<file path="config.mk">
export PLATFORM = sky130hd
export DESIGN_NAME = framebuffer_scanout
export DESIGN_NICKNAME = d
export VERILOG_FILES = /design/src/rtl/framebuffer_pkg.sv /design/src/rtl/framebuffer_scanout_video_timing_gen.sv /design/src/rtl/framebuffer_scanout.sv
export SDC_FILE = /design/constraint.sdc
export NUM_CORES = 1
export LEC_CHECK = 0
export BUFFER_PORTS_ARGS = -buffer_cell sky130_fd_sc_hd__buf_2
export CAP_MARGIN = 15
export CORE_MARGIN = 2
export CORE_UTILIZATION = 56
export DETAILED_ROUTE_END_ITERATION = 10
export PLACE_DENSITY = 0.79
export RECOVER_POWER = 25
export SYNTH_ARGS = -nofsm -noshare
export SYNTH_HDL_FRONTEND = slang
export SYNTH_SLANG_ARGS = --single-unit
export TNS_END_PERCENT = 100
</file>
<file path="constraint.sdc">
create_clock -name clk -period 3.3 [get_ports clk]
set_clock_uncertainty 0.2 [all_clocks]
set_input_delay 0 -clock clk [delete_from_list [all_inputs] [get_ports clk]]
set_output_delay 0 -clock clk [all_outputs]
set_load 0.01 [all_outputs]
</file>
<file path="src/rtl/framebuffer_pkg.sv">
`default_nettype none
// ============================================================================
// Module      : framebuffer_pkg
// Description : Shared constants and types for the framebuffer read side.
//               Frame geometry (320x240 stored words), address/pixel widths,
//               default 640x480@60 timing, and the flag bundle carried down
//               the scanout pipeline.
// Revision    : 1.0 - initial release
// ============================================================================
package framebuffer_pkg;

  // Stored frame geometry and bus widths
  localparam int FB_WIDTH  = 320;
  localparam int FB_HEIGHT = 240;
  localparam int FB_ADDR_W = 17;
  localparam int PIXEL_W   = 16;

  // Default 640x480@60 timing (800 x 525 total)
  localparam int DEF_H_ACTIVE = 640;
  localparam int DEF_H_FRONT  = 16;
  localparam int DEF_H_SYNC   = 96;
  localparam int DEF_H_BACK   = 48;
  localparam int DEF_V_ACTIVE = 480;
  localparam int DEF_V_FRONT  = 10;
  localparam int DEF_V_SYNC   = 2;
  localparam int DEF_V_BACK   = 33;

  // Counter width; 10 bits covers both 800 and 525 totals
  localparam int CNT_W = 10;

  // Timing flags produced alongside the counters, delayed one stage while
  // the framebuffer read is in flight. Sync flags here are active-high.
  typedef struct packed {
    logic active;
    logic even;
    logic h_sync;
    logic v_sync;
    logic frame_start;
  } scan_flags_t;

  // Map an active-high "in sync window" flag to the pin level.
  function automatic logic sync_level(input logic in_sync, input logic active_low);
    return in_sync ^ active_low;
  endfunction

endpackage
`default_nettype wire

</file>
<file path="src/rtl/framebuffer_scanout_video_timing_gen.sv">
`default_nettype none
// ============================================================================
// Module      : video_timing_gen
// Description : Horizontal/vertical scan counters with sync windows, active
//               flag and line/frame strobes, all for the current counter
//               position (cycle t).
// Ports       : clk, rstN        - clock, async active-low reset
//               h_even, v_odd    - LSB views of hCount / vCount
//               active           - hCount < H_ACTIVE && vCount < V_ACTIVE
//               h_in_sync        - hCount inside horizontal sync window
//               v_in_sync        - vCount inside vertical sync window
//               line_end         - last active pixel of an active line
//               frame_end        - last counter position of the frame
//               frame_first      - counter position (0,0)
// Revision    : 1.0 - initial release
// ============================================================================
module video_timing_gen
  import framebuffer_pkg::*;
#(
  parameter int H_ACTIVE = DEF_H_ACTIVE,
  parameter int H_FRONT  = DEF_H_FRONT,
  parameter int H_SYNC   = DEF_H_SYNC,
  parameter int H_BACK   = DEF_H_BACK,
  parameter int V_ACTIVE = DEF_V_ACTIVE,
  parameter int V_FRONT  = DEF_V_FRONT,
  parameter int V_SYNC   = DEF_V_SYNC,
  parameter int V_BACK   = DEF_V_BACK
) (
  input  logic clk,
  input  logic rstN,
  output logic h_even,
  output logic v_odd,
  output logic active,
  output logic h_in_sync,
  output logic v_in_sync,
  output logic line_end,
  output logic frame_end,
  output logic frame_first
);

  localparam int H_TOTAL      = H_ACTIVE + H_FRONT + H_SYNC + H_BACK;
  localparam int V_TOTAL      = V_ACTIVE + V_FRONT + V_SYNC + V_BACK;
  localparam int H_SYNC_START = H_ACTIVE + H_FRONT;
  localparam int V_SYNC_START = V_ACTIVE + V_FRONT;

  logic [CNT_W-1:0] h_count_q, h_count_d;
  logic [CNT_W-1:0] v_count_q, v_count_d;
  logic             h_last, v_last;
  logic             h_vis, v_vis;

  always_comb begin
    h_last    = (h_count_q == CNT_W'(H_TOTAL - 1));
    v_last    = (v_count_q == CNT_W'(V_TOTAL - 1));
    h_count_d = h_last ? '0 : h_count_q + CNT_W'(1);
    v_count_d = v_count_q;
    if (h_last) begin
      v_count_d = v_last ? '0 : v_count_q + CNT_W'(1);
    end
  end

  always_ff @(posedge clk or negedge rstN) begin
    if (!rstN) begin
      h_count_q <= '0;
      v_count_q <= '0;
    end else begin
      h_count_q <= h_count_d;
      v_count_q <= v_count_d;
    end
  end

  always_comb begin
    h_vis       = (h_count_q < CNT_W'(H_ACTIVE));
    v_vis       = (v_count_q < CNT_W'(V_ACTIVE));
    active      = h_vis & v_vis;
    h_even      = ~h_count_q[0];
    v_odd       = v_count_q[0];
    h_in_sync   = (h_count_q >= CNT_W'(H_SYNC_START)) &&
                  (h_count_q <  CNT_W'(H_SYNC_START + H_SYNC));
    v_in_sync   = (v_count_q >= CNT_W'(V_SYNC_START)) &&
                  (v_count_q <  CNT_W'(V_SYNC_START + V_SYNC));
    line_end    = (h_count_q == CNT_W'(H_ACTIVE - 1)) & v_vis;
    frame_end   = h_last & v_last;
    frame_first = (h_count_q == '0) && (v_count_q == '0);
  end

endmodule
`default_nettype wire

</file>
<file path="src/rtl/framebuffer_scanout.sv">
`default_nettype none
// ============================================================================
// Module      : framebuffer_scanout
// Description : Framebuffer read side. Generates video timing, fetches one
//               RGB565 word per two pixels from framebuffer port B and shows
//               each word as a 2x2 block. Addresses are generated
//               incrementally from a per-line base (no multiplier).
// Ports       : clk, rstN     - pixel clock, async active-low reset
//               fbAddress     - framebuffer port B address
//               fbReadEnable  - read strobe (port B is read-only)
//               fbData        - read data, valid one clock after the read
//               pixel         - RGB565 output, 0 outside the active area
//               hsync, vsync  - sync outputs, polarity from SYNC_ACTIVE_LOW
//               de            - data enable (active area)
//               frameStart    - pulse with pixel (0,0) on the outputs
// Revision    : 1.0 - initial release
// ============================================================================
module framebuffer_scanout
  import framebuffer_pkg::*;
#(
  parameter int H_ACTIVE        = DEF_H_ACTIVE,
  parameter int H_FRONT         = DEF_H_FRONT,
  parameter int H_SYNC          = DEF_H_SYNC,
  parameter int H_BACK          = DEF_H_BACK,
  parameter int V_ACTIVE        = DEF_V_ACTIVE,
  parameter int V_FRONT         = DEF_V_FRONT,
  parameter int V_SYNC          = DEF_V_SYNC,
  parameter int V_BACK          = DEF_V_BACK,
  parameter int SYNC_ACTIVE_LOW = 1
) (
  input  logic                 clk,
  input  logic                 rstN,
  output logic [FB_ADDR_W-1:0] fbAddress,
  output logic                 fbReadEnable,
  input  logic [PIXEL_W-1:0]   fbData,
  output logic [PIXEL_W-1:0]   pixel,
  output logic                 hsync,
  output logic                 vsync,
  output logic                 de,
  output logic                 frameStart
);

  // One stored word covers two output pixels, so a stored line is half the
  // visible width (320 words for the default timing).
  localparam logic [FB_ADDR_W-1:0] LINE_WORDS = FB_ADDR_W'(H_ACTIVE / 2);
  localparam logic                 SYNC_LOW   = (SYNC_ACTIVE_LOW != 0);

  logic h_even, v_odd, active, h_in_sync, v_in_sync;
  logic line_end, frame_end, frame_first;
  logic rd_en;

  video_timing_gen #(
    .H_ACTIVE (H_ACTIVE),
    .H_FRONT  (H_FRONT),
    .H_SYNC   (H_SYNC),
    .H_BACK   (H_BACK),
    .V_ACTIVE (V_ACTIVE),
    .V_FRONT  (V_FRONT),
    .V_SYNC   (V_SYNC),
    .V_BACK   (V_BACK)
  ) u_timing (
    .clk         (clk),
    .rstN        (rstN),
    .h_even      (h_even),
    .v_odd       (v_odd),
    .active      (active),
    .h_in_sync   (h_in_sync),
    .v_in_sync   (v_in_sync),
    .line_end    (line_end),
    .frame_end   (frame_end),
    .frame_first (frame_first)
  );

  // ---------------------------------------------------------------------------
  // Address generation (cycle t)
  // ---------------------------------------------------------------------------
  logic [FB_ADDR_W-1:0] line_base_q, line_base_d;
  logic [FB_ADDR_W-1:0] fb_address_q, fb_address_d;

  assign rd_en = active & h_even;

  // The read for (0,0) must be presented before the first edge after reset
  // release, so the strobe is combinational from the counters; gating with
  // rstN keeps it low while reset is held.
  assign fbReadEnable = rd_en & rstN;
  assign fbAddress    = fb_address_q;

  always_comb begin
    line_base_d  = line_base_q;
    fb_address_d = fb_address_q;
    if (rd_en) begin
      fb_address_d = fb_address_q + FB_ADDR_W'(1);
    end
    // Each stored line is shown twice: the base only advances after the odd
    // output line, and the address always rewinds to the (new) base.
    if (line_end) begin
      if (v_odd) begin
        line_base_d = line_base_q + LINE_WORDS;
      end
      fb_address_d = line_base_d;
    end
    if (frame_end) begin
      line_base_d  = '0;
      fb_address_d = '0;
    end
  end

  // ---------------------------------------------------------------------------
  // Output pipeline: stage 1 (t+1) waits for fbData, stage 2 (t+2) registers
  // every output so sync, de and pixel stay aligned.
  // ---------------------------------------------------------------------------
  scan_flags_t          s1_q, s1_d;
  logic [PIXEL_W-1:0]   pixel_q, pixel_d;
  logic                 de_q, de_d;
  logic                 hsync_q, hsync_d;
  logic                 vsync_q, vsync_d;
  logic                 frame_start_q, frame_start_d;

  always_comb begin
    s1_d.active      = active;
    s1_d.even        = h_even;
    s1_d.h_sync      = h_in_sync;
    s1_d.v_sync      = v_in_sync;
    s1_d.frame_start = frame_first;

    // Even pixel takes the fresh word, odd pixel repeats it.
    pixel_d = '0;
    if (s1_q.active) begin
      pixel_d = s1_q.even ? fbData : pixel_q;
    end
    de_d          = s1_q.active;
    hsync_d       = sync_level(s1_q.h_sync, SYNC_LOW);
    vsync_d       = sync_level(s1_q.v_sync, SYNC_LOW);
    frame_start_d = s1_q.frame_start;
  end

  always_ff @(posedge clk or negedge rstN) begin
    if (!rstN) begin
      line_base_q   <= '0;
      fb_address_q  <= '0;
      s1_q          <= '0;
      pixel_q       <= '0;
      de_q          <= 1'b0;
      hsync_q       <= SYNC_LOW;
      vsync_q       <= SYNC_LOW;
      frame_start_q <= 1'b0;
    end else begin
      line_base_q   <= line_base_d;
      fb_address_q  <= fb_address_d;
      s1_q          <= s1_d;
      pixel_q       <= pixel_d;
      de_q          <= de_d;
      hsync_q       <= hsync_d;
      vsync_q       <= vsync_d;
      frame_start_q <= frame_start_d;
    end
  end

  assign pixel      = pixel_q;
  assign de         = de_q;
  assign hsync      = hsync_q;
  assign vsync      = vsync_q;
  assign frameStart = frame_start_q;

endmodule
`default_nettype wire

</file>
==> impl_metrics.json <==
{
  "status": "complete, but fails checks",
  "violations": "max-capacitance violations, max-slew violations",
  "max_slew_margin_pct": -3.81,
  "initial_utilization_pct": 57.3,
  "drc_errors": 0,
  "finalCritPeriodShare_pct": 87.0,
  "cp.required_ns": 3.32,
  "holdCritStartpoint": "frame_start_d$_DFF_PN0_",
  "muxShareOfSynthArea_pct": 5.04,
  "portBuffers": 55,
  "yosys.area_share.simple_pct": 22.3,
  "die_area_um2": 7080,
  "powerDensity_nw_per_um2": 421,
  "synth_nets": 372,
  "wl_per_cell_um": 15.1,
  "area_delta_synth_final_pct": 20.3,
  "gp_congestion": 0.860,
  "wirelength_um": 7600,
  "nNetsFinal": 444,
  "cts.sinks": 73,
  "yosys_warnings": 0,
  "synth_compound_area_share_pct": 5.32,
  "yosys_register_bits": 73,
  "track_usage_pct": 22.9,
  "dr_total_vias": 2782,
  "synth_xor_xnor_area_share_pct": 11.7,
  "ant_nets": 0,
  "pin_count": 56,
  "layout_commonest_cell": "dfrtp_1",
  "root_buffer": "clkbuf_8",
  "clock_latency_ns": 0.35,
  "fin_crit_ns": 2.87,
  "drive_above_1_share_pct": 15.8,
  "synth_cells": 348,
  "drt-vias-per-instance": 5.54,
  "crit_buf_inv": 1,
  "grt_overflow_total": 0,
  "rsz0062_at_grt": "false",
  "synth_flop_cell": "dfrtp_1",
  "critPathTopFamily": "simple AND/OR/NAND/NOR gates",
  "setup_tns_ns": 0,
  "whs_ns": 0.150,
  "diodes": 0,
  "finalSetupViolCount": 0,
  "antenna_found_initial": 0,
  "p_leak_nw": 2.04,
  "worstSetupEndpointType": "flop",
  "start_kind": "flop",
  "ys_async_sr_fraction_pct": 100,
  "worst-path-max-fanout": 11,
  "syn_area_per_cell_um2": 10.3,
  "post-dp-hpwl_um": 5070,
  "grt_max_degree": 45,
  "yosys.area_share.adder_pct": 2.09,
  "grt_pass1_vias": 2715,
  "drv_slew": 32,
  "die_x_um": 84.1,
  "path_clk_slew_ns": 0.08,
  "min_path_type": "flop to flop",
  "cts_buffers": 9,
  "die_h_um": 84.1,
  "synth_cell_type_count": 43,
  "path_cells": "inv_1 > ha_1 > or4b_1 > or4_1 > o21ai_1 > nor2_1",
  "rows": 29,
  "synth_area_um2": 3600,
  "crit_start": "u_timing.v_count_q[0]$_DFFE_PN0N_",
  "core_area_um2": 6280,
  "post-cts-setup-buffer-count": 0,
  "slowest_delay_ns": 0.66,
  "htreeDepth": 3,
  "hold_viol": 0,
  "synth_top_family_by_area": "simple AND/OR/NAND/NOR gates",
  "worstSetupPathType": "flop to flop",
  "cts.path.max_buffers": 2,
  "drt_iter0_markers": 126,
  "synth_edf_count": 0,
  "grt_pass1_wl_um": 12800,
  "layout_common_cells": "dfrtp_1, buf_2, nor2_1",
  "maxCapViolCount": 1,
  "cp.arrival_ns": 2.89,
  "critPathSlowestCell": "or4_1",
  "worst_slew_pin_slew_ns": 1.56,
  "fmax_ghz": 0.348,
  "crit-reg2reg-launch": "u_timing.v_count_q[0]$_DFFE_PN0N_",
  "drtPass1Iterations": 4,
  "cts_tree": "built",
  "ctsResizeCount": 0,
  "peakVddDrop_mv": 0.303,
  "yosysSeqAreaShare_pct": 50.9
}
routing by layer:
metal / part of all wire (%) / vias to the layer above / global-route usage (%)
met4: 2.1 / 0 / 9.09
met1: 45 / 1328 / 30.4
li1: - / 1352 / -
met5: 0 / - / 0
met3: 5.1 / 15 / 5.31
met2: 48 / 87 / 36.7
worst paths after layout:
| path | to | slack, ns | cells after the start |
|---|---|---|---|
| setup / recovery | fbAddress[4]$_DFFE_PN0P_ | 0.43 | 6 |
| hold / removal | frameStart$_DFF_PN0_ | 0.15 | 0 |
| setup reg to reg | fbAddress[4]$_DFFE_PN0P_ | 0.43 | 6 |
| hold reg to reg | frameStart$_DFF_PN0_ | 0.15 | 0 |
| max in group asynchronous | line_base_q[8]$_DFFE_PN0P_ | 1.24 | 3 |
| min in group asynchronous | pixel[11]$_DFFE_PN0P_ | 0.36 | 2 |
cells in the mapped netlist (2+ instances only):
master	n	area share, %
and2_1	2	0.35
xnor2_1	23	5.6
clkbuf_1	8	0.83
nor2_1	37	3.9
or4_1	4	0.83
mux2i_1	17	4.7
nor3_1	15	2.1
inv_1	8	0.83
dfrtp_1	71	49
and3_1	6	1.0
ha_1	6	2.1
buf_2	5	0.70
or3_1	2	0.35
and4_1	4	0.97
nand3_1	17	2.4
nand2_1	27	2.8
nor4_1	6	1.0
nor2b_1	17	3.0
nand4_1	7	1.2
o21ai_0	5	0.70
xor2_1	25	6.1
a211oi_1	6	1.3
a221oi_1	5	1.2
dfstp_2	2	1.5
a21oi_1	5	0.70
state kept, by name (all words and copies together), names as in the netlist:
signal,flops
u_timing.v_count_q,10
frameStart,1
u_timing.h_count_q,10
de,1
pixel,16
frame_start_d,1
vsync,1
fbAddress,17
de_d,1
line_base_q,11
s1_q,3
hsync,1
repair_timing:
action                                 CTS  global route
endpoints found under the hold margin   45             0
setup endpoints to repair                0             0
hold buffers                            17             0
power breakdown:
part           internal [W]  leakage (nW)  total [W]  switching, W
registers          0.000904         0.931   0.000910    0.00000526
logic             0.0000321         0.990  0.0000691     0.0000370
clock network      0.000521         0.120   0.000845      0.000324
total               0.00146          2.04    0.00182      0.000366
cells by family after synthesis:
group / after synthesis
adders and majority gates: 6
DFF: 73
muxes: 18
xor gates and xnor gates: 48
and+or+nand+nor: 152
buffers and inverters: 23
AOI/OAI and AO/OA: 28
cell type report:
cell class | instances | area (um^2)
Inverter | 8 | 30.0
Clock inverter | 5 | 103
Timing Repair Buffer | 76 | 459
Multi-Input combinational cell | 252 | 1670
Sequential cell | 73 | 1830
Fill cell | 460 | 1950
Clock buffer | 11 | 141
Tap cell | 77 | 96.3
stage by stage:
stage	util (%)	std cells	power, W	worst slack [ns]	instance area (um^2)
global route	69.0	502	0.00189	0.238	4330
finish	69.0	502	0.00182	0.429	4330
CTS	69.2	502	0.00185	0.427	4350
floorplan	-	348	0.000942	0.732	3600
global placement	62.6	469	0.000979	0.532	3930
detailed placement	62.6	469	0.000982	0.444	3930
Power figures use the tool's default switching activity.
